==> src/rtl/exec_sequencer_if.sv <==
// Handshake and control bundle between a requester and exec_sequencer.
interface exec_sequencer_if;
  logic       issue_valid;
  logic       issue_ready;
  logic       issue_unit;
  logic [3:0] issue_aluctrl;
  logic       issue_fpuctrl;
  logic [3:0] ALUctrl;
  logic       FPUctrl;
  logic       gp_branch;
  logic       fp_branch;
  logic       result_latch;
  logic       result_sel;
  logic       branch_taken;
  logic       result_valid;
  logic       result_ready;
  logic       busy;

  modport slave (
    input  issue_valid, issue_unit, issue_aluctrl, issue_fpuctrl,
           gp_branch, fp_branch, result_ready,
    output issue_ready, ALUctrl, FPUctrl, result_latch, result_sel,
           branch_taken, result_valid, busy
  );

  modport master (
    output issue_valid, issue_unit, issue_aluctrl, issue_fpuctrl,
           gp_branch, fp_branch, result_ready,
    input  issue_ready, ALUctrl, FPUctrl, result_latch, result_sel,
           branch_taken, result_valid, busy
  );
endinterface

==> src/rtl/exec_sequencer.sv <==
// One-op-at-a-time ALU/FPU execute sequencer with result handshake.
// Define FPU_MUL_MULTICYCLE_EN to give FPU multiply its own MUL_LAT latency.
module exec_sequencer #(
  parameter int ADD_LAT = 2,
  parameter int MUL_LAT = 4
) (
  input  logic              clk,
  input  logic              reset,
  exec_sequencer_if.slave   bus
);

  if (ADD_LAT < 1 || ADD_LAT > 15) begin : g_bad_add_lat
    $error("exec_sequencer: ADD_LAT out of range 1..15");
  end
  if (MUL_LAT < 1 || MUL_LAT > 15) begin : g_bad_mul_lat
    $error("exec_sequencer: MUL_LAT out of range 1..15");
  end

  typedef enum logic [1:0] {IDLE, ALU_EXEC, FPU_WAIT, DONE} state_t;

  localparam logic [3:0] ADD_LD = 4'(ADD_LAT - 1);
`ifdef FPU_MUL_MULTICYCLE_EN
  localparam logic [3:0] MUL_LD = 4'(MUL_LAT - 1);
`else
  localparam logic [3:0] MUL_LD = ADD_LD;
`endif

  state_t     state, state_nxt;
  logic [3:0] cnt, cnt_nxt;
  logic       latch;
  logic       accept;

  assign accept = bus.issue_valid && (state == IDLE);

  always_comb begin
    state_nxt = state;
    cnt_nxt   = cnt;
    latch     = 1'b0;
    case (state)
      IDLE: begin
        if (bus.issue_valid) begin
          if (bus.issue_unit) begin
            state_nxt = FPU_WAIT;
            cnt_nxt   = bus.issue_fpuctrl ? MUL_LD : ADD_LD;
          end else begin
            state_nxt = ALU_EXEC;
          end
        end
      end
      ALU_EXEC: begin
        latch     = 1'b1;
        state_nxt = DONE;
      end
      FPU_WAIT: begin
        if (cnt == 4'd0) begin
          latch     = 1'b1;
          state_nxt = DONE;
        end else begin
          cnt_nxt = cnt - 4'd1;
        end
      end
      DONE: begin
        // Return to IDLE only; the next accept needs a fresh IDLE cycle.
        if (bus.result_ready) state_nxt = IDLE;
      end
      default: state_nxt = IDLE;
    endcase
  end

  always_ff @(posedge clk) begin
    if (reset) begin
      state            <= IDLE;
      cnt              <= 4'd0;
      bus.ALUctrl      <= 4'd0;
      bus.FPUctrl      <= 1'b0;
      bus.result_sel   <= 1'b0;
      bus.branch_taken <= 1'b0;
    end else begin
      state <= state_nxt;
      cnt   <= cnt_nxt;
      if (accept) begin
        bus.ALUctrl    <= bus.issue_aluctrl;
        bus.FPUctrl    <= bus.issue_fpuctrl;
        bus.result_sel <= bus.issue_unit;
      end
      if (latch) bus.branch_taken <= bus.result_sel ? bus.fp_branch : bus.gp_branch;
    end
  end

  assign bus.issue_ready  = (state == IDLE);
  assign bus.result_latch = latch;
  assign bus.result_valid = (state == DONE);
  assign bus.busy         = (state != IDLE);

endmodule

==> src/flat_wrapper.sv <==
// flat-port wrapper written by rule: the top's interface ports become plain ports
module exec_sequencer_flat 
#(
  parameter int ADD_LAT = 2,
  parameter int MUL_LAT = 4
)
  (clk, reset, bus_issue_valid, bus_issue_unit, bus_issue_aluctrl, bus_issue_fpuctrl, bus_gp_branch, bus_fp_branch, bus_result_ready, bus_issue_ready, bus_ALUctrl, bus_FPUctrl, bus_result_latch, bus_result_sel, bus_branch_taken, bus_result_valid, bus_busy);
  exec_sequencer_if bus_i ();
  input  logic clk;
  input  logic reset;
  input wire logic [$bits(bus_i.issue_valid)-1:0] bus_issue_valid;
  input wire logic [$bits(bus_i.issue_unit)-1:0] bus_issue_unit;
  input wire logic [$bits(bus_i.issue_aluctrl)-1:0] bus_issue_aluctrl;
  input wire logic [$bits(bus_i.issue_fpuctrl)-1:0] bus_issue_fpuctrl;
  input wire logic [$bits(bus_i.gp_branch)-1:0] bus_gp_branch;
  input wire logic [$bits(bus_i.fp_branch)-1:0] bus_fp_branch;
  input wire logic [$bits(bus_i.result_ready)-1:0] bus_result_ready;
  output wire logic [$bits(bus_i.issue_ready)-1:0] bus_issue_ready;
  output wire logic [$bits(bus_i.ALUctrl)-1:0] bus_ALUctrl;
  output wire logic [$bits(bus_i.FPUctrl)-1:0] bus_FPUctrl;
  output wire logic [$bits(bus_i.result_latch)-1:0] bus_result_latch;
  output wire logic [$bits(bus_i.result_sel)-1:0] bus_result_sel;
  output wire logic [$bits(bus_i.branch_taken)-1:0] bus_branch_taken;
  output wire logic [$bits(bus_i.result_valid)-1:0] bus_result_valid;
  output wire logic [$bits(bus_i.busy)-1:0] bus_busy;
  assign bus_i.issue_valid = bus_issue_valid;
  assign bus_i.issue_unit = bus_issue_unit;
  assign bus_i.issue_aluctrl = bus_issue_aluctrl;
  assign bus_i.issue_fpuctrl = bus_issue_fpuctrl;
  assign bus_i.gp_branch = bus_gp_branch;
  assign bus_i.fp_branch = bus_fp_branch;
  assign bus_i.result_ready = bus_result_ready;
  assign bus_issue_ready = bus_i.issue_ready;
  assign bus_ALUctrl = bus_i.ALUctrl;
  assign bus_FPUctrl = bus_i.FPUctrl;
  assign bus_result_latch = bus_i.result_latch;
  assign bus_result_sel = bus_i.result_sel;
  assign bus_branch_taken = bus_i.branch_taken;
  assign bus_result_valid = bus_i.result_valid;
  assign bus_busy = bus_i.busy;
  exec_sequencer #(.ADD_LAT(ADD_LAT), .MUL_LAT(MUL_LAT)) u_core (.clk(clk), .reset(reset), .bus(bus_i));
endmodule
==> config.mk <==
export PLATFORM = sky130hd
export DESIGN_NAME = exec_sequencer_flat
export DESIGN_NICKNAME = d
export VERILOG_FILES = /design/src/rtl/exec_sequencer_if.sv /design/src/rtl/exec_sequencer.sv /design/src/flat_wrapper.sv
export SDC_FILE = /design/constraint.sdc
export NUM_CORES = 1
export LEC_CHECK = 0
export ABC_AREA = 1
export CORE_MARGIN = 3
export CORE_UTILIZATION = 44
export CTS_CLUSTER_DIAMETER = 120
export CTS_CLUSTER_SIZE = 8
export DETAILED_ROUTE_END_ITERATION = 16
export HOLD_SLACK_MARGIN = 0.03
export PLACE_DENSITY = 0.78
export SETUP_SLACK_MARGIN = 0.3
export SLEW_MARGIN = 10
export SYNTH_ARGS = -nofsm -noshare
export SYNTH_HDL_FRONTEND = slang
export SYNTH_SLANG_ARGS = --single-unit
==> constraint.sdc <==
create_clock -name clk -period 2 [get_ports clk]
set_clock_uncertainty 0.2 [all_clocks]
set_input_delay 0.2 -clock clk [delete_from_list [all_inputs] [get_ports clk]]
set_output_delay 0.2 -clock clk [all_outputs]
set_load 0.02 [all_outputs]
==> summary.txt, run 1 <==
Run status
  • Outcome: complete, no violations

Clocking
  • TritonCTS clock tree: built
  • H-tree depth: 1
  • Clk sink count: 13
  • Hold_buf cts: 0
  • Skew-Pair Late Insertion Delay: 280 ps
  • CTS clk-pin slew, worst paths: 80 ps
  • Num CTS Buffers: 3
  • CTS max path bufs: 2
  • Clock Tree Root: clkbuf_4

Global routing
  • Grt ovf: 0
  • Tot GR Track Use: 15.7%
  • Number of global-route vias before repair: 628
  • First-pass GRT wire length: 2420 um
  • GR Util met2: 27.9%
  • GR peak layer: met2
  • Global-route met1 utilization: 17.2%
  • Met3 Use GR: 3.45%
  • Largest net degree at the start of global routing: 10
  • Antenna violations before repair: 0

Routing
  • DR vias/cell: 5.07
  • WL/cell: 11.5 um
  • Iteration count of the initial detailed-routing pass: 5
  • Drt initial violations: 18
  • Vias: 786
  • Post-DRT Antenna Nets: 0
  • Drc violations: 0
  • DRT Wirelength: 1780 um

Setup path
  • CP Cell Sequence: inv_4 > ha_4 > a21boi_4 > buf_6
  • CP Capture Type: output pin
  • CP arrival: 1260 ps
  • Max incr delay on CP: 390 ps
  • CP required: 1600 ps
  • Crit path max-delay family: flip-flops
  • Worst-path fanout max: 4
  • CP max stage cell: dfxtp_4
  • Startpoint Class: register
  • Critical path class: reg -> out
  • Worst Path Buf+Inv: 2

Timing
  • Max frequency: 0.601 GHz
  • Final setup fails: 0
  • Period minus WS final: 1660 ps
  • Final Max Slew Viols: 0
  • Slew @ Worst Pin: 262 ps
  • Unrepaired setup endpoints after global routing: yes
  • Setup WS post-layout: 335 ps
  • Period utilisation layout: 83.2%
  • Worst slew margin: 82.5%
  • Hold Slack: 284 ps
  • Final hold vios: 0
  • Setup TNS: 0 ps

Pwr
  • Peak VDD IR: 0.680 mV
  • Cell Pwr Density: 1080 mW/mm2
  • Static Leak: 0.530 nW
  • Overall Power: 1.19 mW

Place
  • DP HPWL: 1240 um
  • GP Congestion: 0.867
  • Area after DPL: 0.00101 mm2
  • Place WS: 79.7 ps
  • Placed cells: 150
  • Port Buf Inserts: 22

Yosys
  • Syn. warnings: 0
  • Synth top cells by count: nand2_1 (23), inv_1 (18), nor2_1 (17)
  • Yosys top cell by area: dfxtp_1
  • Synth Register Bits: 13
  • Sequential area share after synthesis: 35.1%
  • EDFF count, synth: 0
  • Syn avg cell area: 6.86 um2
  • Synth Flop Type: dfxtp_1
  • Syn Inst Count: 108
  • Most frequent cell after synthesis: nand2_1
  • Mapped cell area: 741 um2
  • Netlist cell types: 16
  • Post-synth net total: 126
  • Dominant cells by area after synthesis: dfxtp_1 (35%), nand2_1 (12%), ha_1 (10%)
  • Ys async rst share: 0%
  • Area fraction of the dominant cell type after synthesis: 35.1%

Die
  • Die width: 47.0 um
  • Initial Util: 48.1%
  • Die footprint: 0.00221 mm2
  • Die height: 47.0 um
  • Placement row count: 14
  • IO Pins: 23
  • Core footprint: 0.00154 mm2

Layout
  • Fin nets: 158
  • Final Core Density: 71.8%
  • Share of cells above drive strength 1: 21.6%
  • Fill cells: 123
  • Layout area overhead: 49.3%
  • N_diodes: 0
  • Fin cells: 155
  • Final Cell Area: 0.00111 mm2

Hold path
  • Min-delay worst type: reg -> reg

Flow run
  • Maxcap violations: 0
[flip-flops by register name, summed over array words and instances (netlist names)]
name                     count
u_core.bus.ALUctrl           4
u_core.bus.FPUctrl           1
u_core.bus.branch_taken      1
u_core.bus.result_sel        1
u_core.cnt                   4
u_core.state                 2
[final timing paths]
check / slack [ps] / endpoint / startpoint / depth (start not counted)
max: 340 / bus_result_latch / u_core.state[1] / 4
min: 280 / u_core.bus.ALUctrl[3] / u_core.bus.ALUctrl[3] / 2
max reg2reg: 530 / u_core.state[0] / u_core.state[1] / 7
min reg2reg: 280 / u_core.bus.ALUctrl[3] / u_core.bus.ALUctrl[3] / 2
[per-layer routing]
layer / routed length (um) / up-vias
li1: - / 400
met1: 721 / 346
met2: 846 / 35
met3: 171 / 5
met4: 38 / 0
met5: 0 / -
[worst reg2reg max path: stages, from the launching register on]
cell,delay (ps)
dfxtp_4,390
inv_4,50
ha_4,260
buf_4,110
nand2_1,60
o21ai_0,70
nand3_1,100
a21oi_1,150
[layout make-up]
cell class	count	area (um2)	share of cell area (%)
Tap cell	16	20.0	1.81
Multi-Input combinational cell	77	469	42.4
Inverter	18	72.6	6.56
Sequential cell	13	265	24.0
Timing Repair Buffer	27	253	22.9
Clock buffer	4	26.3	2.38
[kinds of logic (layout without fill, tap and decap cells)]
kind of cell	Yosys count	after routing	synth area share [%]
AOI/OAI and AO/OA	15	15	10.8
adders and majority gates	6	6	10.1
buffers and inverters	18	49	9.12
DFF	13	13	35.1
and+or+nand+nor	56	56	34.8
[timing repair]
item	CTS	global route
buffers inserted	0	1
gates resized for setup	12	22
setup endpoints to repair	4	6
pin swaps	0	1
[power breakdown]
part | internal, mW | leakage [nW] | switching [mW] | total (mW)
Sequential | 0.317 | 0.108 | 0.0453 | 0.362
Combinational | 0.300 | 0.407 | 0.363 | 0.664
Clock | 0.0774 | 0.0150 | 0.0872 | 0.165
Total | 0.695 | 0.530 | 0.496 | 1.19
[layout by cell type (no fill, tap or decap), drive strengths merged, types with 5 or more instances in the layout]
cell type,instances
nand2,27
nor2,19
inv,18
clkdlybuf4s50,17
dfxtp,13
nand3,9
o21ai,8
buf,7
ha,6
a21oi,5
clkbuf,5
(Power assumes the default switching activity.)
==> inputs of run 2 (changes only) <==
- clock period: 2 -> 1.7 ns (I/O delays scaled with it)
==> run 2 against run 1 <==
  * Highest routed layer unchanged
  * Worst setup slack got worse by 340 ps
  * Sequential share of layout area fell by 4.9 points
  * Cell count rose by 10%
  * Die area did not move
  * Design area rose by 27%
  * Count of clock-buffer cells in the layout did not move
  * Sequential power rose by 21%
  * Wire length rose by 90%
  * The flow now finishes with violations (negative setup slack)
  * Register-to-register slack got worse by 530 ps
  * Non-clock buffer count rose by 16
==> summary.txt, run 2 (synthesis gave the netlist of run 1 again) <==
Global routing
  • First-pass GRT wire length: 3680 um (+52%)
  • Antenna violations before repair: 0 (unchanged)
  • Number of global-route vias before repair: 850 (+35%)
  • Grt ovf: 0 (unchanged)
  • Largest net degree at the start of global routing: 10 (unchanged)
  • Tot GR Track Use: 24.8% (+9.1 points)

Hold path
  • Min-delay worst type: reg -> reg

Die
  • Placement row count: 14 (unchanged)
  • Die footprint: 0.00221 mm2 (unchanged)
  • Initial Util: 48.1% (unchanged)
  • Die height: 47.0 um (unchanged)
  • IO Pins: 23 (unchanged)
  • Die width: 47.0 um (unchanged)
  • Core footprint: 0.00154 mm2 (unchanged)

Routing
  • WL/cell: 19.8 um (+72%)
  • Drt initial violations: 57 (+39)
  • Iteration count of the initial detailed-routing pass: 4 (-1)
  • DR vias/cell: 5.74 (+13%)
  • DRT Wirelength: 3380 um (+90%)
  • Post-DRT Antenna Nets: 0 (unchanged)
  • Drc violations: 0 (unchanged)
  • Vias: 981 (+25%)

Timing
  • Unrepaired setup endpoints after global routing: yes
  • Max frequency: 0.588 GHz
  • Slew @ Worst Pin: 354 ps (+91.5 ps)
  • Setup WS post-layout: -0.166 ps (-336 ps)
  • Final hold vios: 0 (unchanged)
  • Period utilisation layout: 100%
  • Final setup fails: 1 (+1)
  • Worst slew margin: 76.3% (-6.2 points)
  • Hold Slack: 328 ps (+43.6 ps)
  • Final Max Slew Viols: 0 (unchanged)
  • Period minus WS final: 1700 ps

Pwr
  • Switching power: 0.876 mW (+77%)
  • Sw Share: 45.4% (+3.7 points)
  • Peak VDD IR: 1.12 mV (+65%)
  • Clock group share of total power: 11.0% (-2.8 points)
  • Seq pwr share: 22.7% (-7.7 points)
  • Cell Pwr Density: 1380 mW/mm2 (+28%)
  • Int Power: 1.05 mW (+52%)
  • Logic pwr share: 66.3% (+11 points)
  • Overall Power: 1.93 mW (+62%)
  • Static Leak: 0.646 nW (+22%)

Setup path
  • Worst Path Buf+Inv: 2 (unchanged)
  • Startpoint Class: register
  • CP Capture Type: output pin
  • Critical path class: reg -> out
  • Worst-path fanout max: 3 (-1)
  • Crit path max-delay family: flip-flops
  • CP max stage cell: dfxtp_4
  • CP arrival: 1330 ps (+70 ps)
  • CP Cell Sequence: inv_4 > ha_4 > a21boi_4 > buf_6
  • Max incr delay on CP: 400 ps (about the same)
  • CP required: 1330 ps (-270 ps)

Layout
  • Layout area overhead: 89.0%
  • N_diodes: 0 (unchanged)
  • Commonest non-fill, non-tap cell in the layout: nand2_1
  • Share of cells above drive strength 1: 49.0% (+27 points)
  • Top flop regs: u_core.bus.ALUctrl (4), u_core.cnt (4), u_core.state (2)
  • Fin nets: 174 (+10%)
  • Highest-count cells in the layout ignoring fill and taps: nand2_1 (16), nor2_1 (13), buf_4 (13)
  • Fin cells: 171 (+10%)

Clocking
  • TritonCTS clock tree: built
  • Skew-Pair Late Insertion Delay: 300 ps (+20 ps)
  • CTS max path bufs: 2 (unchanged)
  • Clock Tree Root: clkbuf_4
  • Hold_buf cts: 0 (unchanged)
  • Clk sink count: 13 (unchanged)
  • CTS clk-pin slew, worst paths: 90 ps (about the same)
  • H-tree depth: 1 (unchanged)
  • Num CTS Buffers: 3 (unchanged)

Place
  • Placed cells: 160 (+6.7%)
  • GP Congestion: 0.896 (+3.4%)
  • DP HPWL: 1540 um (+24%)
  • Port Buf Inserts: 22 (unchanged)

Run status
  • Failing checks: negative setup slack
  • Outcome: complete, but fails checks

Flow run
  • Maxcap violations: 0 (unchanged)
run 2: per-layer routing:
| metal | vias to the layer above | GRT usage [%] | wire, um |
|---|---|---|---|
| li1 | 434 | - | - |
| met2 | 62 | 38.5 | 1710 |
| met4 | 0 | 22.1 | 198 |
| met5 | - | 0 | 0 |
| met3 | 25 | 5.36 | 198 |
| met1 | 460 | 28.4 | 1280 |
run 2: final cells by class:
type,count,area (um2)
Clock buffer,4,26.3
Fill cell,62,141
Inverter,18,82.6
Multi-Input combinational cell,77,599
Sequential cell,13,267
Tap cell,16,20.0
Timing Repair Buffer,43,405
run 2: what timing repair did:
item	4_1_cts	5_1_grt
gates resized for setup	53	38
pin swaps	8	9
buffers inserted	4	3
setup endpoints to repair	18	18
run 2: tightest hold or removal path, cell delays in order (launching register included):
cell	delay (ps)
dfxtp_1	360
nand2_2	90
a21oi_2	40
run 2: power by group through the flow:
stage / Sequential [mW] / Combinational [mW] / Clock, mW
after floorplan: 0.455 / 0.473 / 0
after global placement: 0.414 / 0.829 / 0
after detailed placement: 0.418 / 0.850 / 0
after CTS: 0.419 / 1.00 / 0.209
after global routing: 0.442 / 1.34 / 0.231
final: 0.439 / 1.28 / 0.213
run 2: final timing paths:
kind	from	endpoint	slack, ps	cells past startpoint
hold / removal	u_core.bus.result_sel	u_core.bus.result_sel	330	2
setup reg to reg	u_core.state[1]	u_core.state[0]	-0.2	10
hold reg to reg	u_core.bus.result_sel	u_core.bus.result_sel	330	2
setup / recovery	u_core.state[1]	bus_result_latch	-0.2	4
run 2: stage by stage:
step           area (um2)  utilization (%)  setup slack, ps  setup TNS, ps
6_report             1400             90.8           -0.166         -0.166
2_1_floorplan         779                -              320              0
4_1_cts              1270             82.3             42.9              0
5_1_grt              1400             90.8            -75.5           -139
3_3_place_gp         1120             73.0             -101           -101
3_5_place_dp         1120             73.0             -125           -125
==> inputs of run 3 (changes only) <==
- CORE_MARGIN: 3 -> default
==> run 3 against run 2 <==
  * Worst setup slack better by 29 ps
  * Wire length is 8.5% lower
  * Via count is 3.2% lower
  * Sequential power is 0.9% higher
  * Global-route usage is 4.0 points higher
  * Utilization is 1.4 points lower
  * Clock power is 2% lower
  * Highest routed layer unchanged
  * Largest cell class unchanged
  * The flow now finishes without violations
  * First-iteration DRC count is 7.0% higher
  * Register-to-register slack better by 150 ps
==> summary.txt, run 3 (synthesis gave the netlist of run 1 again) <==
Run status
  • Outcome: complete, no violations

Timing
  • Final setup fails: 0 (-1)
  • Final Max Slew Viols: 0 (unchanged)
  • Period minus WS final: 1670 ps (-29.0 ps)
  • Unrepaired setup endpoints after global routing: yes
  • Final hold vios: 0 (unchanged)
  • Setup WS post-layout: 28.9 ps (+29.0 ps)
  • Slew @ Worst Pin: 342 ps (-11.8 ps)
  • Worst slew margin: 77.1% (+0.79 points)
  • Hold Slack: 284 ps (-43.6 ps)
  • Max frequency: 0.598 GHz (+1.7%)
  • Period utilisation layout: 98.3% (-1.7 points)

Setup path
  • Worst-path fanout max: 3 (unchanged)
  • CP max stage cell: dfxtp_4
  • CP required: 1330 ps (about the same)
  • Critical path class: reg -> out
  • CP Cell Sequence: inv_4 > ha_4 > a21boi_4 > buf_6
  • Startpoint Class: register
  • Reg-to-reg endpoint: u_core.state[1]
  • CP Capture Type: output pin
  • Worst Path Buf+Inv: 2 (unchanged)
  • Cell depth of the worst flop-to-flop path: 8 (-2)
  • Worst r2r src: u_core.cnt[0]
  • Max incr delay on CP: 390 ps (about the same)
  • CP arrival: 1300 ps (-30 ps)
  • R2R setup slack: 150 ps (+150 ps)
  • Crit path max-delay family: flip-flops

Clocking
  • Skew-Pair Late Insertion Delay: 290 ps (about the same)
  • Clk sink count: 13 (unchanged)
  • Hold_buf cts: 0 (unchanged)
  • H-tree depth: 1 (unchanged)
  • TritonCTS clock tree: built
  • CTS max path bufs: 2 (unchanged)
  • CTS clk-pin slew, worst paths: 90 ps (about the same)
  • Clock Tree Root: clkbuf_4
  • Num CTS Buffers: 3 (unchanged)

Die
  • Initial Util: 48.1% (unchanged)
  • Core footprint: 0.00154 mm2 (unchanged)
  • IO Pins: 23 (unchanged)
  • Die footprint: 0.00185 mm2 (-16%)
  • Placement row count: 14 (unchanged)
  • Die width: 43.0 um (-8.5%)
  • Die height: 43.0 um (-8.5%)

Pwr
  • Sw Share: 45.0% (-0.39 points)
  • Logic pwr share: 65.5% (-0.8 points)
  • Switching power: 0.849 mW (-3.1%)
  • Peak VDD IR: 1.03 mV (-8.5%)
  • Clock group share of total power: 11.0% (about the same)
  • Int Power: 1.04 mW (-1.6%)
  • Cell Pwr Density: 1370 mW/mm2 (-0.76%)
  • Seq pwr share: 23.5% (+0.8 points)
  • Static Leak: 0.631 nW (-2.4%)

Layout
  • Fill cells: 64 (+3.2%)
  • N_diodes: 0 (unchanged)
  • Highest-count cells in the layout ignoring fill and taps: nand2_1 (15), nor2_1 (12), buf_4 (12)
  • Commonest non-fill, non-tap cell in the layout: nand2_1
  • Top flop regs: u_core.bus.ALUctrl (4), u_core.cnt (4), u_core.state (2)
  • Final Core Density: 89.4% (-1.4 points)
  • Share of cells above drive strength 1: 49.7% (+0.64 points)
  • Layout area overhead: 86.1%
  • Fin nets: 170 (-2.3%)
  • Final Cell Area: 0.00138 mm2 (-1.5%)
  • Fin cells: 167 (-2.3%)

Global routing
  • Tot GR Track Use: 28.8% (+4.0 points)
  • First-pass GRT wire length: 3880 um (+5.4%)
  • Antenna violations before repair: 0 (unchanged)
  • Largest net degree at the start of global routing: 10 (unchanged)
  • Grt ovf: 0 (unchanged)
  • Number of global-route vias before repair: 857 (+0.82%)

Hold path
  • Hold_sp: bus_issue_aluctrl[2]
  • Hold path depth: 3 (+1)
  • Min-delay worst type: in -> reg
  • Hold EP: u_core.bus.ALUctrl[2]

Routing
  • Wire length on met3: 236 um (+19%)
  • Met2 WL: 1600 um (-6.4%)
  • Top Layer Used: met4
  • Drc violations: 0 (unchanged)
  • M1 wire length: 1190 um (-6.8%)
  • WL/cell: 18.5 um (-6.3%)
  • Vias: 950 (-3.2%)
  • Drt initial violations: 61 (+7.0%)
  • DR vias/cell: 5.69 (-0.84%)
  • Post-DRT Antenna Nets: 0 (unchanged)
  • DRT Wirelength: 3090 um (-8.5%)
  • Iteration count of the initial detailed-routing pass: 6 (+2)

Flow run
  • Maxcap violations: 0 (unchanged)

Place
  • Port Buf Inserts: 22 (unchanged)
  • Area after DPL: 0.00110 mm2 (-2.0%)
  • Place WS: -137 ps (-11.3 ps)
  • DP HPWL: 1440 um (-6.4%)
  • Placed cells: 157 (-1.9%)
  • GP Congestion: 0.855 (-4.6%)
-- run 3: changes by cell type in the layout (fill, tap and decap cells not counted), moves of 2 or more --
cell,change
o21ai_0,-3
o21ai_1,+4
a21oi_1,-2
a21oi_2,+2
inv_2,-2
inv_1,+2
buf_6,-5
-- run 3: worst max path at each step --
stage,slack [ps],from,to,depth (start not counted)
after floorplan,320,u_core.cnt[0],bus_result_latch,4
after global placement,-100,u_core.cnt[1],bus_result_latch,5
final,30,u_core.state[1],bus_result_latch,4
after CTS,60,u_core.state[1],bus_result_latch,4
after global routing,4,u_core.state[1],bus_result_latch,4
after detailed placement,-140,u_core.cnt[1],bus_result_latch,5
-- run 3: repair_timing --
action | CTS | global route
pin swaps | 6 | 9
resized for setup | 54 | 43
setup endpoints to repair | 20 | 18
buffers inserted | 4 | 2
-- run 3: area by class of cell --
type	count	area, um2	share of cell area (%)
multi-input cells	77	598	43.4
repair buffers	39	372	27.0
flip-flops and latches	13	270	19.6
inverters	18	92.6	6.72
clock buffers	4	26.3	1.91
well taps	16	20.0	1.45
-- run 3: per-stage QoR --
stage          setup TNS [ps]  power, mW
3_5_place_dp             -137       1.25
3_3_place_gp             -105       1.22
2_1_floorplan               0      0.927
6_report                    0       1.89
5_1_grt                     0       1.97
4_1_cts                     0       1.61
-- run 3: worst min-delay path, delay by kind of cell --
kind | cells | cell delay (ps)
and+or+nand+nor | 1 | 50
buffers and inverters | 1 | 390
AOI/OAI and AO/OA | 1 | 120
-- run 3: routing by layer --
layer | global-route usage [%] | up-vias
met1 | 34.4 | 440
met5 | 0 | -
met3 | 7.66 | 14
met2 | 45.8 | 66
li1 | - | 430
met4 | 17.6 | 0
-- run 3: power groups by stage --
| stage | Combinational [mW] | Sequential (mW) | Clock, mW |
|---|---|---|---|
| 2_1_floorplan | 0.473 | 0.455 | 0 |
| 3_3_place_gp | 0.809 | 0.414 | 0 |
| 3_5_place_dp | 0.834 | 0.418 | 0 |
| 4_1_cts | 0.985 | 0.421 | 0.200 |
| 5_1_grt | 1.30 | 0.446 | 0.223 |
| 6_report | 1.24 | 0.443 | 0.208 |
